**src/rtl/mem_stage.sv**
```systemverilog
// Memory-access pipeline stage: pairs data-side responses with loads/stores,
// extracts load data, and drives the write-back and forwarding buses.
module mem_stage #(
  parameter int ES_TO_MS_BUS_WD = 129,
  parameter int MS_TO_WS_BUS_WD = 124,
  parameter int MS_FWD_BUS_WD   = 40
) (
  input  logic                       clk,
  input  logic                       reset,
  input  logic                       ws_allowin,
  output logic                       ms_allowin,
  input  logic                       es_to_ms_valid,
  input  logic [ES_TO_MS_BUS_WD-1:0] es_to_ms_bus,
  output logic                       ms_to_ws_valid,
  output logic [MS_TO_WS_BUS_WD-1:0] ms_to_ws_bus,
  input  logic                       data_sram_req,
  input  logic                       data_sram_addr_ok,
  input  logic                       data_sram_data_ok,
  input  logic [31:0]                data_sram_rdata,
  output logic [MS_FWD_BUS_WD-1:0]   ms_fwd_bus,
  output logic                       ms_ex,
  input  logic                       flush
);

  logic                       r_ms_valid;
  logic [ES_TO_MS_BUS_WD-1:0] r_es_bus;

  logic        w_store_op;
  logic [31:0] w_badvaddr;
  logic [10:0] w_c0_bus;
  logic        w_bd;
  logic        w_ex;
  logic [4:0]  w_excode;
  logic        w_lw, w_lb, w_lbu, w_lh, w_lhu, w_lwl, w_lwr;
  logic        w_res_from_mem;
  logic        w_gr_we;
  logic [4:0]  w_dest;
  logic [31:0] w_res;
  logic [31:0] w_pc;

  assign w_store_op     = r_es_bus[128];
  assign w_badvaddr     = r_es_bus[127:96];
  assign w_c0_bus       = r_es_bus[95:85];
  assign w_bd           = r_es_bus[84];
  assign w_ex           = r_es_bus[83];
  assign w_excode       = r_es_bus[82:78];
  assign w_lw           = r_es_bus[77];
  assign w_lb           = r_es_bus[76];
  assign w_lbu          = r_es_bus[75];
  assign w_lh           = r_es_bus[74];
  assign w_lhu          = r_es_bus[73];
  assign w_lwl          = r_es_bus[72];
  assign w_lwr          = r_es_bus[71];
  assign w_res_from_mem = r_es_bus[70];
  assign w_gr_we        = r_es_bus[69];
  assign w_dest         = r_es_bus[68:64];
  assign w_res          = r_es_bus[63:32];
  assign w_pc           = r_es_bus[31:0];

  // Request/response bookkeeping: outstanding tracks every accepted request,
  // discard counts responses still owed to instructions killed by a flush.
  logic [1:0] r_outstanding, r_discard;
  logic [1:0] w_out_next;
  logic       w_inc, w_dec, w_resp_live;

  assign w_inc       = data_sram_req & data_sram_addr_ok;
  assign w_dec       = data_sram_data_ok;
  assign w_out_next  = r_outstanding + {1'b0, w_inc} - {1'b0, w_dec};
  assign w_resp_live = data_sram_data_ok & (r_discard == 2'd0) & ~flush;

  always_ff @(posedge clk) begin
    if (reset) begin
      r_outstanding <= 2'd0;
      r_discard     <= 2'd0;
    end else begin
      r_outstanding <= w_out_next;
      if (flush)
        r_discard <= w_out_next;
      else if (w_dec && r_discard != 2'd0)
        r_discard <= r_discard - 2'd1;
    end
  end

  logic [31:0] r_fifo_mem [2];
  logic        r_rd_ptr, r_wr_ptr;
  logic [1:0]  r_fifo_cnt;
  logic        w_fifo_empty, w_data_avail, w_mem_wait, w_ready_go;
  logic        w_retire_mem, w_push, w_pop;
  logic [31:0] w_word;

  assign w_fifo_empty = (r_fifo_cnt == 2'd0);
  assign w_data_avail = ~w_fifo_empty | w_resp_live;
  assign w_word       = w_fifo_empty ? data_sram_rdata : r_fifo_mem[r_rd_ptr];
  assign w_mem_wait   = (w_res_from_mem | w_store_op) & ~w_ex;
  assign w_ready_go   = ~w_mem_wait | w_data_avail;

  assign ms_allowin     = ~r_ms_valid | (w_ready_go & ws_allowin);
  assign ms_to_ws_valid = r_ms_valid & w_ready_go & ~flush;

  // A response consumed straight off the bus in its arrival cycle is never queued.
  assign w_retire_mem = ms_to_ws_valid & ws_allowin & w_mem_wait;
  assign w_pop        = w_retire_mem & ~w_fifo_empty;
  assign w_push       = w_resp_live & ~(w_retire_mem & w_fifo_empty);

  always_ff @(posedge clk) begin
    if (reset || flush) begin
      r_rd_ptr   <= 1'b0;
      r_wr_ptr   <= 1'b0;
      r_fifo_cnt <= 2'd0;
    end else begin
      if (w_push) r_wr_ptr <= ~r_wr_ptr;
      if (w_pop)  r_rd_ptr <= ~r_rd_ptr;
      r_fifo_cnt <= r_fifo_cnt + {1'b0, w_push} - {1'b0, w_pop};
    end
  end

  always_ff @(posedge clk) begin
    if (w_push) r_fifo_mem[r_wr_ptr] <= data_sram_rdata;
  end

  always_ff @(posedge clk) begin
    if (reset)
      r_ms_valid <= 1'b0;
    else if (flush)
      r_ms_valid <= 1'b0;
    else if (ms_allowin)
      r_ms_valid <= es_to_ms_valid;
  end

  always_ff @(posedge clk) begin
    if (es_to_ms_valid && ms_allowin) r_es_bus <= es_to_ms_bus;
  end

  logic [1:0]  w_p;
  logic [7:0]  w_byte;
  logic [15:0] w_half;
  logic [31:0] w_final;
  logic [3:0]  w_wstrb;

  assign w_p    = w_res[1:0];
  assign w_byte = w_word[{w_p, 3'b000} +: 8];
  assign w_half = w_p[1] ? w_word[31:16] : w_word[15:0];

  // Partial-word loads return byte strobes so write-back can merge with the old register.
  always_comb begin
    w_final = w_res;
    w_wstrb = {4{w_gr_we}};
    if (w_res_from_mem && !w_ex) begin
      w_wstrb = 4'b1111;
      w_final = w_word;
      if (w_lw) begin
        w_final = w_word;
      end else if (w_lb || w_lbu) begin
        w_final = {{24{w_lb & w_byte[7]}}, w_byte};
      end else if (w_lh || w_lhu) begin
        w_final = {{16{w_lh & w_half[15]}}, w_half};
      end else if (w_lwl) begin
        case (w_p)
          2'd0:    begin w_final = {w_word[7:0], 24'd0};  w_wstrb = 4'b1000; end
          2'd1:    begin w_final = {w_word[15:0], 16'd0}; w_wstrb = 4'b1100; end
          2'd2:    begin w_final = {w_word[23:0], 8'd0};  w_wstrb = 4'b1110; end
          default: begin w_final = w_word;                w_wstrb = 4'b1111; end
        endcase
      end else if (w_lwr) begin
        case (w_p)
          2'd0:    begin w_final = w_word;                 w_wstrb = 4'b1111; end
          2'd1:    begin w_final = {8'd0, w_word[31:8]};   w_wstrb = 4'b0111; end
          2'd2:    begin w_final = {16'd0, w_word[31:16]}; w_wstrb = 4'b0011; end
          default: begin w_final = {24'd0, w_word[31:24]}; w_wstrb = 4'b0001; end
        endcase
      end
    end
  end

  assign ms_to_ws_bus = {w_badvaddr, w_c0_bus, w_bd, w_ex, w_excode, w_wstrb,
                         w_gr_we & ~w_ex, w_dest, w_final, w_pc};

  assign ms_fwd_bus = {r_ms_valid & w_c0_bus[8],
                       r_ms_valid & w_res_from_mem & ~w_data_avail,
                       r_ms_valid & w_gr_we & ~flush,
                       w_dest, w_final};

  assign ms_ex = r_ms_valid & w_ex;

endmodule
```
**config.mk**
```make
export PLATFORM = sky130hd
export DESIGN_NAME = mem_stage
export DESIGN_NICKNAME = d
export VERILOG_FILES = /design/src/rtl/mem_stage.sv
export SDC_FILE = /design/constraint.sdc
export NUM_CORES = 1
export LEC_CHECK = 0
export ABC_AREA = 1
export CELL_PAD_IN_SITES_DETAIL_PLACEMENT = 0
export CELL_PAD_IN_SITES_GLOBAL_PLACEMENT = 1
export CORE_ASPECT_RATIO = 1.25
export CORE_UTILIZATION = 32
export CTS_BUF_LIST = sky130_fd_sc_hd__clkbuf_8
export DETAILED_ROUTE_END_ITERATION = 7
export PLACE_DENSITY_LB_ADDON = 0.2
export RECOVER_POWER = 25
export REMOVE_ABC_BUFFERS = 1
export SYNTH_ARGS = -nofsm -noshare
export SYNTH_HDL_FRONTEND = slang
export SYNTH_SLANG_ARGS = --single-unit
```
**constraint.sdc**
```tcl
create_clock -name clk -period 8.2 [get_ports clk]
set_clock_uncertainty 0.05 [all_clocks]
set_input_delay 1.64 -clock clk [delete_from_list [all_inputs] [get_ports clk]]
set_output_delay 1.64 -clock clk [all_outputs]
set_load 0.02 [all_outputs]
```
==> results by group, run 1 <==
Run status
  • Status: completed

Global routing
  • Remaining Overflow, GRT: 0
  • Global-route wire length before repair: 56120 um
  • Via count of the first global-routing pass: 9323
  • Maximum number of pins on one net before global-route repair: 48
  • Overall Global Routing Usage: 21.16%
  • Number of antenna violations at the first check in global routing: 7

Logic synthesis
  • Number of different library cells in the post-synthesis netlist: 37
  • Share of the synthesized area in compound gates (AO/OA/AOI/OAI): 5.588%
  • Yosys Warn Count: 0
  • Synth Area in Adders: 0.5511%
  • Synth top area cells: sky130_fd_sc_hd__edfxtp_1 51%, sky130_fd_sc_hd__nand2_1 17%, sky130_fd_sc_hd__buf_4 8.5%
  • Xor and xnor fraction of the mapped netlist area: 0.2315%
  • Synthesized-area fraction occupied by and/or/nand/nor cells: 25.74%
  • Synth Cell Area: 11350 um^2
  • Top cell type's share of synthesized area: 51.05%
  • Area leader, netlist: sky130_fd_sc_hd__edfxtp_1
  • Count of mapped cells out of synthesis: 1335
  • Syn Area/Cell: 8.503 um^2
  • Seq cells post-synth: 203
  • Dominant combinational cell family by area after synthesis: simple AND/OR/NAND/NOR gates
  • Proportion of synthesized area in mux cells: 0%
  • Share of synthesized area occupied by flip-flops and latches: 52.82%

Routing
  • DRC errors left: 0
  • Drt first pass iters: 5
  • Detailed Route Iter0 Violations: 655
  • Routed via count: 9425
  • Vias per std cell: 4.609
  • Routed wirelength normalized by instance count: 18.51 um
  • Antenna Nets Post-Route: 0
  • Final Routed Wirelength: 37860 um

STA
  • Worst slack on hold paths: 448.9 ps
  • Slew headroom: 23.99%
  • Period Utilization, post-route: 73.05%
  • Highest clock frequency the design can meet: 167.0 MHz
  • Clock period minus worst slack: 5990 ps
  • Setup TNS Final: 0 ps
  • Setup violations, final: 0
  • Setup repair after global routing missed its margin: no
  • Slew of the pin with the lowest slew margin: 1139 ps
  • Final Hold Violating Endpoints: 0
  • Post-layout worst setup margin: 2210 ps
  • Number of max-slew violations in the final report: 0

Pwr
  • Combinational share of power: 22.0%
  • Internal: 1.840 mW
  • Fraction of power consumed by sequential logic: 46.8%
  • Portion of total power attributed to the clock network: 31.2%
  • Total net switching power: 0.7642 mW
  • Reported leakage power: 6.400 nW
  • PwrDens: 175.5 nW/um^2
  • Switching power as a share of total power: 29.34%
  • Worst VDD drop: 0.1451 mV

Critical path
  • Endpoint arrival time on the critical path: 4300 ps
  • Critical R2R Capture: r_es_bus[53]
  • Biggest fanout along the worst timing path: 16
  • Crit path from: data_sram_rdata[15]
  • Setup slack of the most critical reg-to-reg path: 5030 ps
  • R2R Path Start: r_fifo_cnt[1]
  • Register-to-Register Path Depth: 8
  • Kind of end point of the critical path: primary output
  • Data required time of the worst path: 6510 ps
  • Kind of critical path: in -> out
  • Type of element launching the critical path: input port

Placement
  • Number of port buffers: 335
  • GP Congestion: 0.8355
  • Worst setup slack before clock tree synthesis: 2323 ps
  • Detail Placement HPWL: 26620 um

Flow run
  • Maxcap violations: 0

Floorplanning
  • Die outline width: 170.5 um
  • Die Ht: 212.6 um
  • Placement Rows: 76
  • Effective utilization at floorplan: 32.71%
  • Number of top-level pins: 336
  • Placeable core area: 34710 um^2
  • Floorplan die area: 36240 um^2

Min path
  • Worst hold-check path type: reg -> reg
  • Min-Delay Startpoint: r_rd_ptr
  • Destination of the worst hold path: r_rd_ptr
  • Hold Path Cell Cnt: 1

Clock network
  • Clock tree buffer depth: 3
  • Hold buffers post-CTS: 0
  • Setup Buffers After CTS: 0
  • Clock transition at the registers of the reported paths: 60 ps
  • Clk root buf: sky130_fd_sc_hd__clkbuf_8
  • Quantity of gates resized following cts: 0
  • Clock latency of the later-clocked register in the worst-skew pair: 530 ps
  • TritonCTS clock tree: done
  • Total clock sinks: 203
  • Number of buffers added by the clock tree synthesis step: 36
  • Htree depth: 2

Final layout
  • Area of the multi-input gates: 3662 um^2
  • Share of post-route cells with drive strength above 1: 7.751%
  • Sequential cell area: 5997 um^2
  • Number of nets in the layout: 1727
  • Fillcell total: 3473
  • Synth-to-Final Area Change: 30.70%
-- registers in the layout, indices dropped and copies added (netlist names), named ones only --
| register | cells |
|---|---|
| r_discard | 2 |
| r_ms_valid | 1 |
| r_es_bus | 129 |
| r_fifo_mem | 64 |
| r_outstanding | 2 |
| r_wr_ptr | 1 |
| r_rd_ptr | 1 |
| r_fifo_cnt | 2 |
-- cells by family after synthesis --
| kind of cell | count (synthesis) |
|---|---|
| AO/OA/AOI/OAI | 115 |
| XOR/XNOR | 3 |
| adder cells (fa/ha/maj) | 5 |
| buffers and inverters | 309 |
| flip-flops | 203 |
| AND/OR/NAND/NOR | 700 |
-- cells in the mapped netlist, drive strengths merged --
cell,count
a21oi,34
a22oi,1
and2,3
buf,153
clkbuf,18
clkinv,1
dfxtp,10
edfxtp,193
ha,5
inv,137
nand2,547
nand3,98
nand4,1
nor2,41
nor3,6
nor3b,1
nor4,2
o211ai,13
o21a,2
o21ai,63
o21bai,1
o22ai,1
or2,1
xnor2,1
xor2,2
-- power groups by stage --
stage	Sequential (mW)	Combinational [mW]	Clock, mW
after detailed placement	1.24	0.587	0
after floorplan	1.28	0.243	0
final	1.22	0.572	0.813
after global routing	1.22	0.627	0.886
after global placement	1.24	0.585	0
after CTS	1.22	0.590	0.844
-- how the worst max path moves through the flow --
stage / to / depth (start not counted)
2_1_floorplan: r_es_bus[0] / 7
3_3_place_gp: ms_to_ws_bus[63] / 11
3_5_place_dp: ms_to_ws_bus[63] / 11
4_1_cts: ms_to_ws_bus[63] / 11
5_1_grt: ms_to_ws_bus[63] / 11
6_report: ms_to_ws_bus[63] / 11
-- worst max-delay path, cell delays in order --
cell                              delay (ps)
sky130_fd_sc_hd__dlygate4sd3_1           570
sky130_fd_sc_hd__inv_1                    70
sky130_fd_sc_hd__nand2_1                  60
sky130_fd_sc_hd__and2_1                  220
sky130_fd_sc_hd__nand2_1                  90
sky130_fd_sc_hd__a21oi_1                 100
sky130_fd_sc_hd__nor2_4                  650
sky130_fd_sc_hd__nand2_1                 110
sky130_fd_sc_hd__nand2_1                  90
sky130_fd_sc_hd__nand2_1                  60
sky130_fd_sc_hd__clkdlybuf4s50_1         630
-- per-layer routing --
metal	up-vias	share of wire [%]	global-route usage [%]
met1	4274	38	24.72
li1	4622	-	-
met2	446	49	35.99
met3	77	9.9	6.906
met4	6	3.0	7.673
met5	-	0.11	0
-- cells in the final DEF (no fill, tap or decap), types with 2 or more instances in the layout --
cell type                           n
sky130_fd_sc_hd__o211ai_1          13
sky130_fd_sc_hd__inv_2             13
sky130_fd_sc_hd__dlygate4sd3_1    134
sky130_fd_sc_hd__edfxtp_1         193
sky130_fd_sc_hd__nand3_1           93
sky130_fd_sc_hd__inv_1            136
sky130_fd_sc_hd__clkdlybuf4s50_1  201
sky130_fd_sc_hd__nor2_1            30
sky130_fd_sc_hd__nor4_1             2
sky130_fd_sc_hd__nand2_1          518
sky130_fd_sc_hd__xor2_1             2
sky130_fd_sc_hd__clkinv_1           8
sky130_fd_sc_hd__nor3_1             5
sky130_fd_sc_hd__nand2_2           29
sky130_fd_sc_hd__clkinv_2           2
sky130_fd_sc_hd__a21oi_1           34
sky130_fd_sc_hd__buf_4             16
sky130_fd_sc_hd__o21ai_2            3
sky130_fd_sc_hd__clkbuf_8          36
sky130_fd_sc_hd__diode_2            3
sky130_fd_sc_hd__nor2_4             4
sky130_fd_sc_hd__nand3_2            4
sky130_fd_sc_hd__o21a_1             2
sky130_fd_sc_hd__o21ai_0           54
sky130_fd_sc_hd__nor2_2             7
sky130_fd_sc_hd__ha_1               5
sky130_fd_sc_hd__o21ai_1            6
sky130_fd_sc_hd__and2_1             2
sky130_fd_sc_hd__dfxtp_1            9
-- area by class of cell --
type                       count  area share [%]
timing repair buffer         351           23.41
inverter                     138           3.491
multi-input combinational    823           24.68
clock buffer                  36           3.340
antenna                        3         0.05060
clock inverter                23          0.6578
sequential                   203           40.42
tap                          468           3.947
-- stage by stage --
stage	utilization (%)	power, mW	cell area (um^2)	std cells
floorplan	-	1.527	10160	1164
global placement	41.02	1.824	14240	1983
detailed placement	41.02	1.829	14240	1983
CTS	42.73	2.654	14830	2042
global route	42.74	2.736	14830	2044
finish	42.75	2.605	14840	2045
No activity file was read; power rests on OpenSTA's default activity.
==> run 2: changes to the inputs <==
==> constraint.sdc (replaced) <==
create_clock -name clk -period 5.2 [get_ports clk]
set_clock_uncertainty 0.05 [all_clocks]
set_input_delay 1.04 -clock clk [delete_from_list [all_inputs] [get_ports clk]]
set_output_delay 1.04 -clock clk [all_outputs]
set_load 0.02 [all_outputs]
==> run 2 against run 1 <==
  * Setup slack got worse by 1800 ps
  * Non-clock buffer count rose by 18
  * Critical endpoint is now ms_fwd_bus[13]
  * Design area rose by 1.1%
  * Largest cell class unchanged
==> results by group, run 2 (synthesized netlist as in run 1, its figures left out) <==
Clock network
  • Htree depth: 2 (unchanged)
  • Clock tree buffer depth: 3 (unchanged)
  • Quantity of gates resized following cts: 0 (unchanged)
  • Clk root buf: sky130_fd_sc_hd__clkbuf_8
  • Number of buffers added by the clock tree synthesis step: 36 (unchanged)
  • Hold buffers post-CTS: 0 (unchanged)
  • Clock transition at the registers of the reported paths: 70 ps (about the same)
  • Setup Buffers After CTS: 0 (unchanged)
  • Total clock sinks: 203 (unchanged)
  • Clock latency of the later-clocked register in the worst-skew pair: 570 ps (+40 ps)
  • TritonCTS clock tree: done

STA
  • Slew headroom: 38.87% (+15 points)
  • Period Utilization, post-route: 91.73%
  • Final Hold Violating Endpoints: 0 (unchanged)
  • Setup violations, final: 0 (unchanged)
  • Clock period minus worst slack: 4770 ps
  • Slew of the pin with the lowest slew margin: 912.0 ps (-227.0 ps)
  • Highest clock frequency the design can meet: 209.6 MHz
  • Setup repair after global routing missed its margin: no
  • Number of max-slew violations in the final report: 0 (unchanged)

Min path
  • Min-Delay Startpoint: r_rd_ptr
  • Worst hold-check path type: reg -> reg

Floorplanning
  • Effective utilization at floorplan: 32.71% (unchanged)
  • Placeable core area: 34710 um^2 (unchanged)
  • Number of top-level pins: 336 (unchanged)
  • Placement Rows: 76 (unchanged)
  • Die Ht: 212.6 um (unchanged)
  • Die outline width: 170.5 um (unchanged)
  • Floorplan die area: 36240 um^2 (unchanged)

Pwr
  • Worst VDD drop: 0.1938 mV (+34%)
  • PwrDens: 277.8 nW/um^2 (+58%)
  • Total power of the final layout: 4.168 mW (+60%)
  • Reported leakage power: 6.504 nW (+1.6%)

Routing
  • DRC errors left: 0 (unchanged)
  • Drt first pass iters: 5 (unchanged)
  • Vias per std cell: 4.609 (about the same)
  • Routed wirelength normalized by instance count: 18.49 um (about the same)
  • Final Routed Wirelength: 38210 um (+0.93%)
  • Routed via count: 9522 (+1.0%)
  • Antenna Nets Post-Route: 0 (unchanged)
  • Detailed Route Iter0 Violations: 468 (-29%)

Global routing
  • Overall Global Routing Usage: 21.39% (+0.24 points)
  • Via count of the first global-routing pass: 9578 (+2.7%)
  • Number of antenna violations at the first check in global routing: 7 (unchanged)
  • Remaining Overflow, GRT: 0 (unchanged)
  • Maximum number of pins on one net before global-route repair: 66 (+38%)
  • Global-route wire length before repair: 56880 um (+1.3%)

Final layout
  • Biggest registers after layout: r_es_bus x129, r_fifo_mem x64
  • Share of post-route cells with drive strength above 1: 8.966% (+1.2 points)
  • Flip-flop count of the largest register after layout: 129 (unchanged)
  • Fillcell total: 3485 (+0.35%)
  • Summed area of non-filler cells in the final layout: 15000 um^2 (+1.1%)
  • Top reg by flops: r_es_bus
  • Synth-to-Final Area Change: 32.15%
  • Most frequent standard cell in the layout excluding fill and tap cells: sky130_fd_sc_hd__nand2_1
  • Commonest cells after routing, fill and taps aside: 518 x sky130_fd_sc_hd__nand2_1, 201 x sky130_fd_sc_hd__clkdlybuf4s50_1, 193 x sky130_fd_sc_hd__edfxtp_1
  • Number of nets in the layout: 1745 (+1.0%)

Critical path
  • Kind of critical path: reg -> out
  • Type of element launching the critical path: flip-flop
  • Biggest fanout along the worst timing path: 17 (+1)
  • Kind of end point of the critical path: primary output
  • Endpoint arrival time on the critical path: 3680 ps (-620 ps)
  • R2R Path Start: r_fifo_cnt[1]
  • Crit path from: r_es_bus[32]
  • Data required time of the worst path: 4110 ps (-2400 ps)

Placement
  • Cell area reported after detailed placement: 14370 um^2 (+0.94%)
  • Detail Placement HPWL: 28120 um (+5.6%)
  • Number of port buffers: 335 (unchanged)
  • GP Congestion: 0.8726 (+4.4%)

Run status
  • Status: completed

Flow run
  • Maxcap violations: 0 (unchanged)
## run 2: worst paths after layout
check | to | slack, ps | cells after the start
setup / recovery | ms_fwd_bus[13] | 430 | 11
hold / removal | r_rd_ptr | 450 | 1
setup reg to reg | r_fifo_mem[1][25] | 2650 | 6
hold reg to reg | r_rd_ptr | 450 | 1
## run 2: layer usage
layer | global-route usage, % | wire, um | part of all wire, % | up-vias
met5 | 0 | 22 | 0.058 | -
met4 | 7.021 | 949 | 2.5 | 4
met3 | 6.720 | 3293 | 8.6 | 63
met2 | 37.30 | 18950 | 50 | 359
met1 | 24.69 | 14990 | 39 | 4442
li1 | - | - | - | 4654
## run 2: power by group
part           switching [mW]  leakage, nW  internal (mW)
registers              0.0390         1.92           1.89
logic                   0.530         4.22          0.378
clock network           0.654        0.363          0.674
total                    1.22         6.50           2.94
## run 2: worst max-delay path: stages (launching register included)
cell	delay, ps
sky130_fd_sc_hd__edfxtp_1	600
sky130_fd_sc_hd__inv_2	440
sky130_fd_sc_hd__nor2_4	120
sky130_fd_sc_hd__nand3_1	130
sky130_fd_sc_hd__nand2_2	80
sky130_fd_sc_hd__nor2_1	190
sky130_fd_sc_hd__nor2_1	80
sky130_fd_sc_hd__nor2_2	540
sky130_fd_sc_hd__nand3_1	180
sky130_fd_sc_hd__nand2_1	140
sky130_fd_sc_hd__nand2_1	70
sky130_fd_sc_hd__clkdlybuf4s50_1	540
## run 2: final cells by class
cell class | instances | area [um^2] | share of cell area, %
Sequential cell | 203 | 5996 | 39.97
Clock buffer | 38 | 523.0 | 3.486
Antenna cell | 3 | 7.507 | 0.05004
Inverter | 138 | 518.0 | 3.453
Clock inverter | 24 | 101.3 | 0.6756
Tap cell | 468 | 585.6 | 3.903
Multi-Input combinational cell | 823 | 3662 | 24.41
Timing Repair Buffer | 369 | 3608 | 24.05
## run 2: through the flow
| stage | TNS, ps | utilization, % | instances | worst slack [ps] | hold slack [ps] |
|---|---|---|---|---|---|
| 2_1_floorplan | -295280 | - | 1164 | -2289 | 413.5 |
| 3_3_place_gp | 0 | 41.40 | 2001 | 596.8 | 424.3 |
| 3_5_place_dp | 0 | 41.40 | 2001 | 579.1 | 432.8 |
| 4_1_cts | 0 | 43.20 | 2063 | 452.7 | 451.0 |
| 5_1_grt | 0 | 43.22 | 2065 | 262.1 | 471.8 |
| 6_report | 0 | 43.22 | 2066 | 429.9 | 449.8 |
